`src/rtl/sadd_deser.sv`:
```
// sadd_deser -- bit-serial result collector for the serial adder datapath.
//
// Samples the LSB-first sum stream one bit per valid cycle, rebuilds a
// WIDTH-bit word, captures the adder's final carry with the last bit and
// presents word + carry with a one-cycle done pulse.
//
// Optional feature: define SADD_DESER_PARITY_EN to compute registered even
// parity of the captured word; otherwise par is tied to 0.
//
// Ports:
//   clk       in   rising-edge clock
//   rst_b     in   asynchronous active-low reset
//   start     in   begin a new word (clears shift register and bit counter)
//   sum_in    in   serial sum bit, LSB first
//   sum_vld   in   sum_in valid this cycle
//   c_in      in   adder carry, sampled with the last valid bit
//   data_out  out  assembled sum word (registered)
//   cout      out  carry captured with the last bit (registered)
//   par       out  even parity of data_out (0 when parity is not built)
//   busy      out  high while shifting
//   done      out  one-cycle pulse: data_out/cout/par newly updated
module sadd_deser #(
    parameter int WIDTH = 8
) (
    input  logic             clk,
    input  logic             rst_b,
    input  logic             start,
    input  logic             sum_in,
    input  logic             sum_vld,
    input  logic             c_in,
    output logic [WIDTH-1:0] data_out,
    output logic             cout,
    output logic             par,
    output logic             busy,
    output logic             done
);

    localparam int CW = $clog2(WIDTH);
    localparam logic [CW-1:0] LAST = CW'(WIDTH - 1);

    typedef enum logic [1:0] {
        IDLE  = 2'd0,
        SHIFT = 2'd1,
        DONE  = 2'd2
    } state_t;

    state_t state, state_nxt;

    // The bit that would sit in sr[0] is only ever shifted out, never read,
    // so only the upper WIDTH-1 positions are stored.
    logic [WIDTH-1:1] sr;
    logic [CW-1:0]    cnt;
    logic [WIDTH-1:0] word_nxt;
    logic             shift_en;
    logic             last_bit;

    assign word_nxt = {sum_in, sr};

    // start outranks a simultaneous sum_vld, so that bit is dropped.
    assign shift_en = (state == SHIFT) && !start && sum_vld;
    assign last_bit = shift_en && (cnt == LAST);

    always_ff @(posedge clk or negedge rst_b) begin
        if (!rst_b) begin
            state <= IDLE;
        end else begin
            state <= state_nxt;
        end
    end

    always_comb begin
        state_nxt = state;
        busy      = 1'b0;
        done      = 1'b0;
        case (state)
            IDLE: begin
                if (start) begin
                    state_nxt = SHIFT;
                end
            end
            SHIFT: begin
                busy = 1'b1;
                if (last_bit) begin
                    state_nxt = DONE;
                end
            end
            DONE: begin
                done      = 1'b1;
                state_nxt = start ? SHIFT : IDLE;
            end
            default: begin
                state_nxt = IDLE;
            end
        endcase
    end

    always_ff @(posedge clk or negedge rst_b) begin
        if (!rst_b) begin
            sr       <= '0;
            cnt      <= '0;
            data_out <= '0;
            cout     <= 1'b0;
        end else begin
            if (start) begin
                sr  <= '0;
                cnt <= '0;
            end else if (shift_en) begin
                sr <= word_nxt[WIDTH-1:1];
                if (last_bit) begin
                    cnt      <= '0;
                    data_out <= word_nxt;
                    cout     <= c_in;
                end else begin
                    cnt <= cnt + 1'b1;
                end
            end
        end
    end

`ifdef SADD_DESER_PARITY_EN
    always_ff @(posedge clk or negedge rst_b) begin
        if (!rst_b) begin
            par <= 1'b0;
        end else if (last_bit) begin
            par <= ^word_nxt;
        end
    end
`else
    assign par = 1'b0;
`endif

endmodule

```
`config.mk`:
```
export PLATFORM = sky130hd
export DESIGN_NAME = sadd_deser
export DESIGN_NICKNAME = d
export VERILOG_FILES = /design/src/rtl/sadd_deser.sv
export SDC_FILE = /design/constraint.sdc
export NUM_CORES = 1
export LEC_CHECK = 0
export CAP_MARGIN = 10
export CORE_MARGIN = 4
export CORE_UTILIZATION = 44
export CTS_CLUSTER_DIAMETER = 200
export DETAILED_ROUTE_END_ITERATION = 8
export GPL_ROUTABILITY_DRIVEN = 0
export PLACE_DENSITY_LB_ADDON = 0.3
export REMOVE_ABC_BUFFERS = 1
export SYNTH_ARGS = -nofsm -noshare
export SYNTH_HDL_FRONTEND = slang
export SYNTH_SLANG_ARGS = --single-unit
```
`constraint.sdc`:
```
create_clock -name clk -period 1.4 [get_ports clk]
set_clock_uncertainty 0.15 [all_clocks]
set_input_delay 0.28 -clock clk [delete_from_list [all_inputs] [get_ports clk]]
set_output_delay 0.28 -clock clk [all_outputs]
set_load 0.02 [all_outputs]
```
==> flow_metrics.tcl, run 1 <==
set metrics [dict create \
    outcome "finished with violations" \
    violations "setup timing" \
    ctsLongestPathBuffers 2 \
    numCtsBuffers 3 \
    dp.final_hpwl_mm 1.16 \
    die_area_um2 2810 \
    worst_ep_arrival_time_ps 1610 \
    startpoint_type "flip-flop" \
    firstDrtPassIters 4 \
    crit_fanout 7 \
    synth-seq-cells 21 \
    critPathSlowestCell "dfrtp_1" \
    max_cap_violations 0 \
    holdWs_ps 146 \
    crit_chain "and4bb_4 > nand2_4 > buf_12 > mux2_4" \
    r2r-start "state[1]$_DFFE_PN0P_" \
    core_area_um2 1940 \
    ys_types 19 \
    hp-class "in -> async" \
    final_antenna_net_count 0 \
    overflow 0 \
    required_ps 1450 \
    p_leak_nw 0.633 \
    die_w_um 53.0 \
    antenna_cells 0 \
    slew_violations 0 \
    drive_gt1_share_pct 43.7 \
    grt_pass1_wl_mm 3.00 \
    syn_area_per_cell_um2 11.9 \
    num-nets-final 112 \
    worst-setup-path-type "reg -> reg" \
    grt_max_degree 22 \
    final_hold_viol_count 0 \
    rrSetupSlack_ps -160 \
    synthCells 75 \
    rsz0062_at_grt "true" \
    placementRows 16 \
    grt_usage_pct 15.6 \
    num_io_pins 18 \
    ctsHtreeMaxLevel 1 \
    fmax_mhz 643 \
    synthesis.area_um2 892 \
    slowest_delay_ps 430 \
    wire_per_inst_um 14.2 \
    worstReg2RegEnd "data_out[1]$_DFFE_PN0P_" \
    min_period_over_period_pct 111 \
    r2r_cells 4 \
    vias 623 \
    cts.sinks 21 \
    die_h_um 53.0 \
    ir_worst_vdd_v 0.000911 \
    ys_seq_area_share_pct 58.9 \
    antenna_found_initial 0 \
    ys_warn_count 0 \
    cp_num_buf_inv 1 \
    power_density_nw_per_um2 864 \
    vias_per_cell 4.79 \
    drt_wl_total_mm 1.84 \
    critical_path.top_delay_family "simple AND/OR/NAND/NOR gates" \
    fin_util_pct 63.0 \
    dr.first_iter.drc_count 5 \
    end_kind "flip-flop" \
    cts_tree "built" \
    tns_ps -1370 \
    clock_latency_ps 310 \
    fillers 176 \
    ctsRootBufferMaster "clkbuf_4" \
    route.detailed.drc 0 \
    clk_pin_slew_ps 120 \
    port-buffer-count 16 \
    setup_viol 11 \
    period_needed_ps 1560 \
    start_util_pct 45.9 \
    worst_slack_ps -156 \
    area_growth_pct 37.2 \
    grt_pass1_vias 633 \
]
report_power, final:
group          internal [mW]  leakage [nW]  switching (mW)
clock network          0.109        0.0139           0.190
logic                 0.0665         0.333          0.0617
registers              0.620         0.287         0.00942
total                  0.795         0.633           0.262
cells in the mapped netlist, drive strengths merged:
master,instances,area (um^2)
a21oi,1,5.00
conb,1,3.75
nor2,2,7.51
nor2b,1,6.26
clkbuf,1,3.75
inv,2,7.50
nand2,9,41.3
and4bb,1,16.3
nand3b,2,15.0
nand2b,10,62.6
buf,3,17.5
ha,2,25.0
dfrtp,21,526
a22o,1,8.76
o21ai,9,45.0
mux2,9,101
layout by cell type, fill, tap and decap left out, drive strengths merged:
cell type      synthesis  layout
buf                    3      23
dfrtp                 21      21
nand2b                10      10
nand2                  9       9
o21ai                  9       9
mux2                   9       9
clkdlybuf4s50          0       4
clkbuf                 1       3
nor2                   2       2
nand3b                 2       2
inv                    2       2
ha                     2       2
nor2b                  1       1
and4bb                 1       1
a22o                   1       1
a21oi                  1       1
conb                   1       1
clkinvlp               0       1
dlygate4sd2            0       1
area by class of cell:
type                    count  area (um^2)  share of cell area, %
clock buffers               3         22.5                   1.84
multi-input cells          48          399                   32.6
flip-flops and latches     21          526                   42.9
well taps                  27         33.8                   2.76
inverters                   2         7.51                  0.613
clock inverters             1         7.51                  0.613
repair buffers             28          228                   18.6
through the flow:
step                      area, um^2  power, mW  worst slack (ps)  std cells
after floorplan                  871      0.679              -183         71
after global placement          1140      0.744              -414        123
after detailed placement        1140      0.749              -471        123
after CTS                       1220       1.06              -158        128
after global routing            1220       1.13              -194        130
final                           1220       1.06              -156        130
metal layers:
metal  vias to the layer above  track usage (%)  part of all wire, %
met2                        14             26.7                   51
met4                         0             3.83                 0.38
li1                        307                -                    -
met5                         -                0                    0
met3                         2             5.92                  4.7
met1                       300             18.4                   44
sequential cells by signal, summed over array words and instances, names as in the netlist:
register / flops
data_out: 8
sr: 7
cnt: 3
state: 2
cout: 1
logic make-up (layout without fill, tap and decap cells):
kind of cell	Yosys count	in the layout	share of synthesized area, %
AOI/OAI and AO/OA	11	11	6.59
buffers and inverters	6	34	3.22
muxes	9	9	11.4
DFF	21	21	58.9
adders and majority gates	2	2	2.80
and+or+nand+nor	25	25	16.7
other	1	1	0.420
how the worst max path moves through the flow:
| stage | end | cells after the start | startpoint | slack, ps |
|---|---|---|---|---|
| after floorplan | cout$_DFFE_PN0P_ | 4 | state[1]$_DFFE_PN0P_ | -180 |
| after global placement | data_out[4]$_DFFE_PN0P_ | 5 | start | -410 |
| after detailed placement | data_out[4]$_DFFE_PN0P_ | 5 | start | -470 |
| after CTS | data_out[2]$_DFFE_PN0P_ | 5 | cnt[1]$_DFFE_PN0P_ | -160 |
| after global routing | data_out[1]$_DFFE_PN0P_ | 5 | state[0]$_DFFE_PN0P_ | -190 |
| final | data_out[1]$_DFFE_PN0P_ | 4 | state[1]$_DFFE_PN0P_ | -160 |
timing repair:
| item | CTS | global route |
|---|---|---|
| hold buffers | 0 | 0 |
| gates resized for setup | 59 | 8 |
| setup endpoints to repair | 27 | 18 |
| gates cloned | 0 | 0 |
| pin swaps | 5 | 4 |
| buffers inserted | 1 | 2 |
Power figures use the tool's default switching activity.
==> run 2: changes to the inputs <==
--- a/config.mk
+++ b/config.mk
@@ -6,5 +6,5 @@
 export NUM_CORES = 1
 export LEC_CHECK = 0
-export CAP_MARGIN = 10
+export CAP_MARGIN = 20
 export CORE_MARGIN = 4
 export CORE_UTILIZATION = 44
--- a/constraint.sdc
+++ b/constraint.sdc
@@ -3,3 +3,3 @@
 set_input_delay 0.28 -clock clk [delete_from_list [all_inputs] [get_ports clk]]
 set_output_delay 0.28 -clock clk [all_outputs]
-set_load 0.02 [all_outputs]
+set_load 0.1 [all_outputs]
==> flow_metrics.tcl, run 2 (synthesized netlist as in run 1, its figures left out) <==
set metrics [dict create \
    outcome "finished with violations" \
    violations "setup timing" \
    final_antenna_net_count 0 \
    die_h_um 53.0 \
    area_growth_pct 65.9 \
    tns_ps -2430 \
    worstReg2RegEnd "data_out[6]$_DFFE_PN0P_" \
    ctsHtreeMaxLevel 1 \
    clock_latency_ps 300 \
    p_leak_nw 0.709 \
    worst-setup-path-type "reg -> reg" \
    largestRegisters "data_out (8), sr (7), cnt (3)" \
    ctsLongestPathBuffers 2 \
    power_density_nw_per_um2 762 \
    hp-class "in -> async" \
    top_register "data_out" \
    vias_per_cell 5.01 \
    largest_register_ffs 8 \
    holdWs_ps 149 \
    overflow 0 \
    crit_start "cnt[0]$_DFFE_PN0P_" \
    r2r_cells 5 \
    min_period_over_period_pct 112 \
    dr.first_iter.drc_count 5 \
    cts_tree "built" \
    fmax_mhz 639 \
    num-nets-final 117 \
    route.detailed.drc 0 \
    rrSetupSlack_ps -160 \
    antenna_found_initial 0 \
    worst_slack_ps -164 \
    max_cap_violations 0 \
    slew_violations 0 \
    drt_wl_total_mm 2.16 \
    end_kind "flip-flop" \
    vias 676 \
    drive_gt1_share_pct 48.1 \
    wire_per_inst_um 16.0 \
    grt_max_degree 22 \
    grt_pass1_vias 678 \
    start_util_pct 45.9 \
    placementRows 16 \
    dp.final_hpwl_mm 1.24 \
    mostFrequentLayoutCell "dfrtp_1" \
    final_hold_viol_count 0 \
    core_area_um2 1940 \
    setup_viol 20 \
    num_io_pins 18 \
    r2r-start "cnt[0]$_DFFE_PN0P_" \
    port-buffer-count 16 \
    worst_ep_arrival_time_ps 1610 \
    firstDrtPassIters 4 \
    required_ps 1450 \
    cts.sinks 21 \
    crit_path_end "data_out[6]$_DFFE_PN0P_" \
    grt_pass1_wl_mm 3.44 \
    die_w_um 53.0 \
    rsz0062_at_grt "true" \
    numCtsBuffers 3 \
    startpoint_type "flip-flop" \
    grt_usage_pct 18.1 \
    antenna_cells 0 \
    final_cell_mix "20 x dfrtp_1, 14 x buf_12, 11 x buf_4" \
    crit_fanout 7 \
    ctsRootBufferMaster "clkbuf_4" \
    period_needed_ps 1560 \
    ir_worst_vdd_v 0.000734 \
    die_area_um2 2810 \
    clk_pin_slew_ps 120 \
]
run 2: cell types whose count changed in the layout (fill, tap and decap cells not counted), sizes merged:
cell      before  now
clkinvlp       1    0
buf           23   28
clkbuf         3    4
run 2: per-layer routing:
layer / global-route usage (%) / up-vias / wire (um)
li1: - / 314 / -
met3: 3.38 / 2 / 88
met4: 8.94 / 0 / 12
met5: 0 / - / 0
met2: 28.7 / 14 / 1160
met1: 23.4 / 346 / 904
run 2: critical path, stage by stage (launching register included):
cell     delay, ps
dfrtp_1        420
ha_2           210
ha_4           170
nand2_4         80
buf_12         130
mux2_4         300
run 2: area by class of cell:
| type | count | area (um^2) |
|---|---|---|
| Tap cell | 27 | 33.8 |
| Fill cell | 126 | 462 |
| Clock buffer | 4 | 26.3 |
| Timing Repair Buffer | 33 | 478 |
| Multi-Input combinational cell | 48 | 408 |
| Sequential cell | 21 | 527 |
| Inverter | 2 | 7.51 |
run 2: where the power goes:
| part | switching (mW) | total (mW) | internal (mW) | leakage (nW) |
|---|---|---|---|---|
| Sequential | 0.0131 | 0.633 | 0.620 | 0.286 |
| Combinational | 0.0983 | 0.198 | 0.0998 | 0.407 |
| Clock | 0.185 | 0.296 | 0.111 | 0.0150 |
run 2: what timing repair did:
item | in CTS | in global routing
gates cloned | 2 | 0
endpoints found under the setup margin | 15 | 24
pin swaps | 6 | 4
resized for setup | 32 | 3
buffers inserted | 5 | 4
hold buffers | 0 | 0
run 2: stage by stage:
stage	std cells	power, mW	worst slack (ps)	util (%)	area, um^2
finish	135	1.13	-164	76.2	1480
global route	135	1.18	-199	76.2	1480
CTS	131	1.12	-162	74.2	1440
detailed placement	120	0.770	-440	63.5	1230
global placement	120	0.767	-411	63.5	1230
floorplan	71	0.705	-761	-	871
run 2: how the worst min path moves through the flow:
stage,cells past startpoint,to,from
final,2,state[1]$_DFFE_PN0P_,rst_b
after global routing,2,state[1]$_DFFE_PN0P_,rst_b
after CTS,2,data_out[1]$_DFFE_PN0P_,rst_b
after detailed placement,2,sr[3]$_DFFE_PN0P_,sr[4]$_DFFE_PN0P_
after global placement,2,sr[3]$_DFFE_PN0P_,sr[4]$_DFFE_PN0P_
after floorplan,0,cnt[0]$_DFFE_PN0P_,rst_b
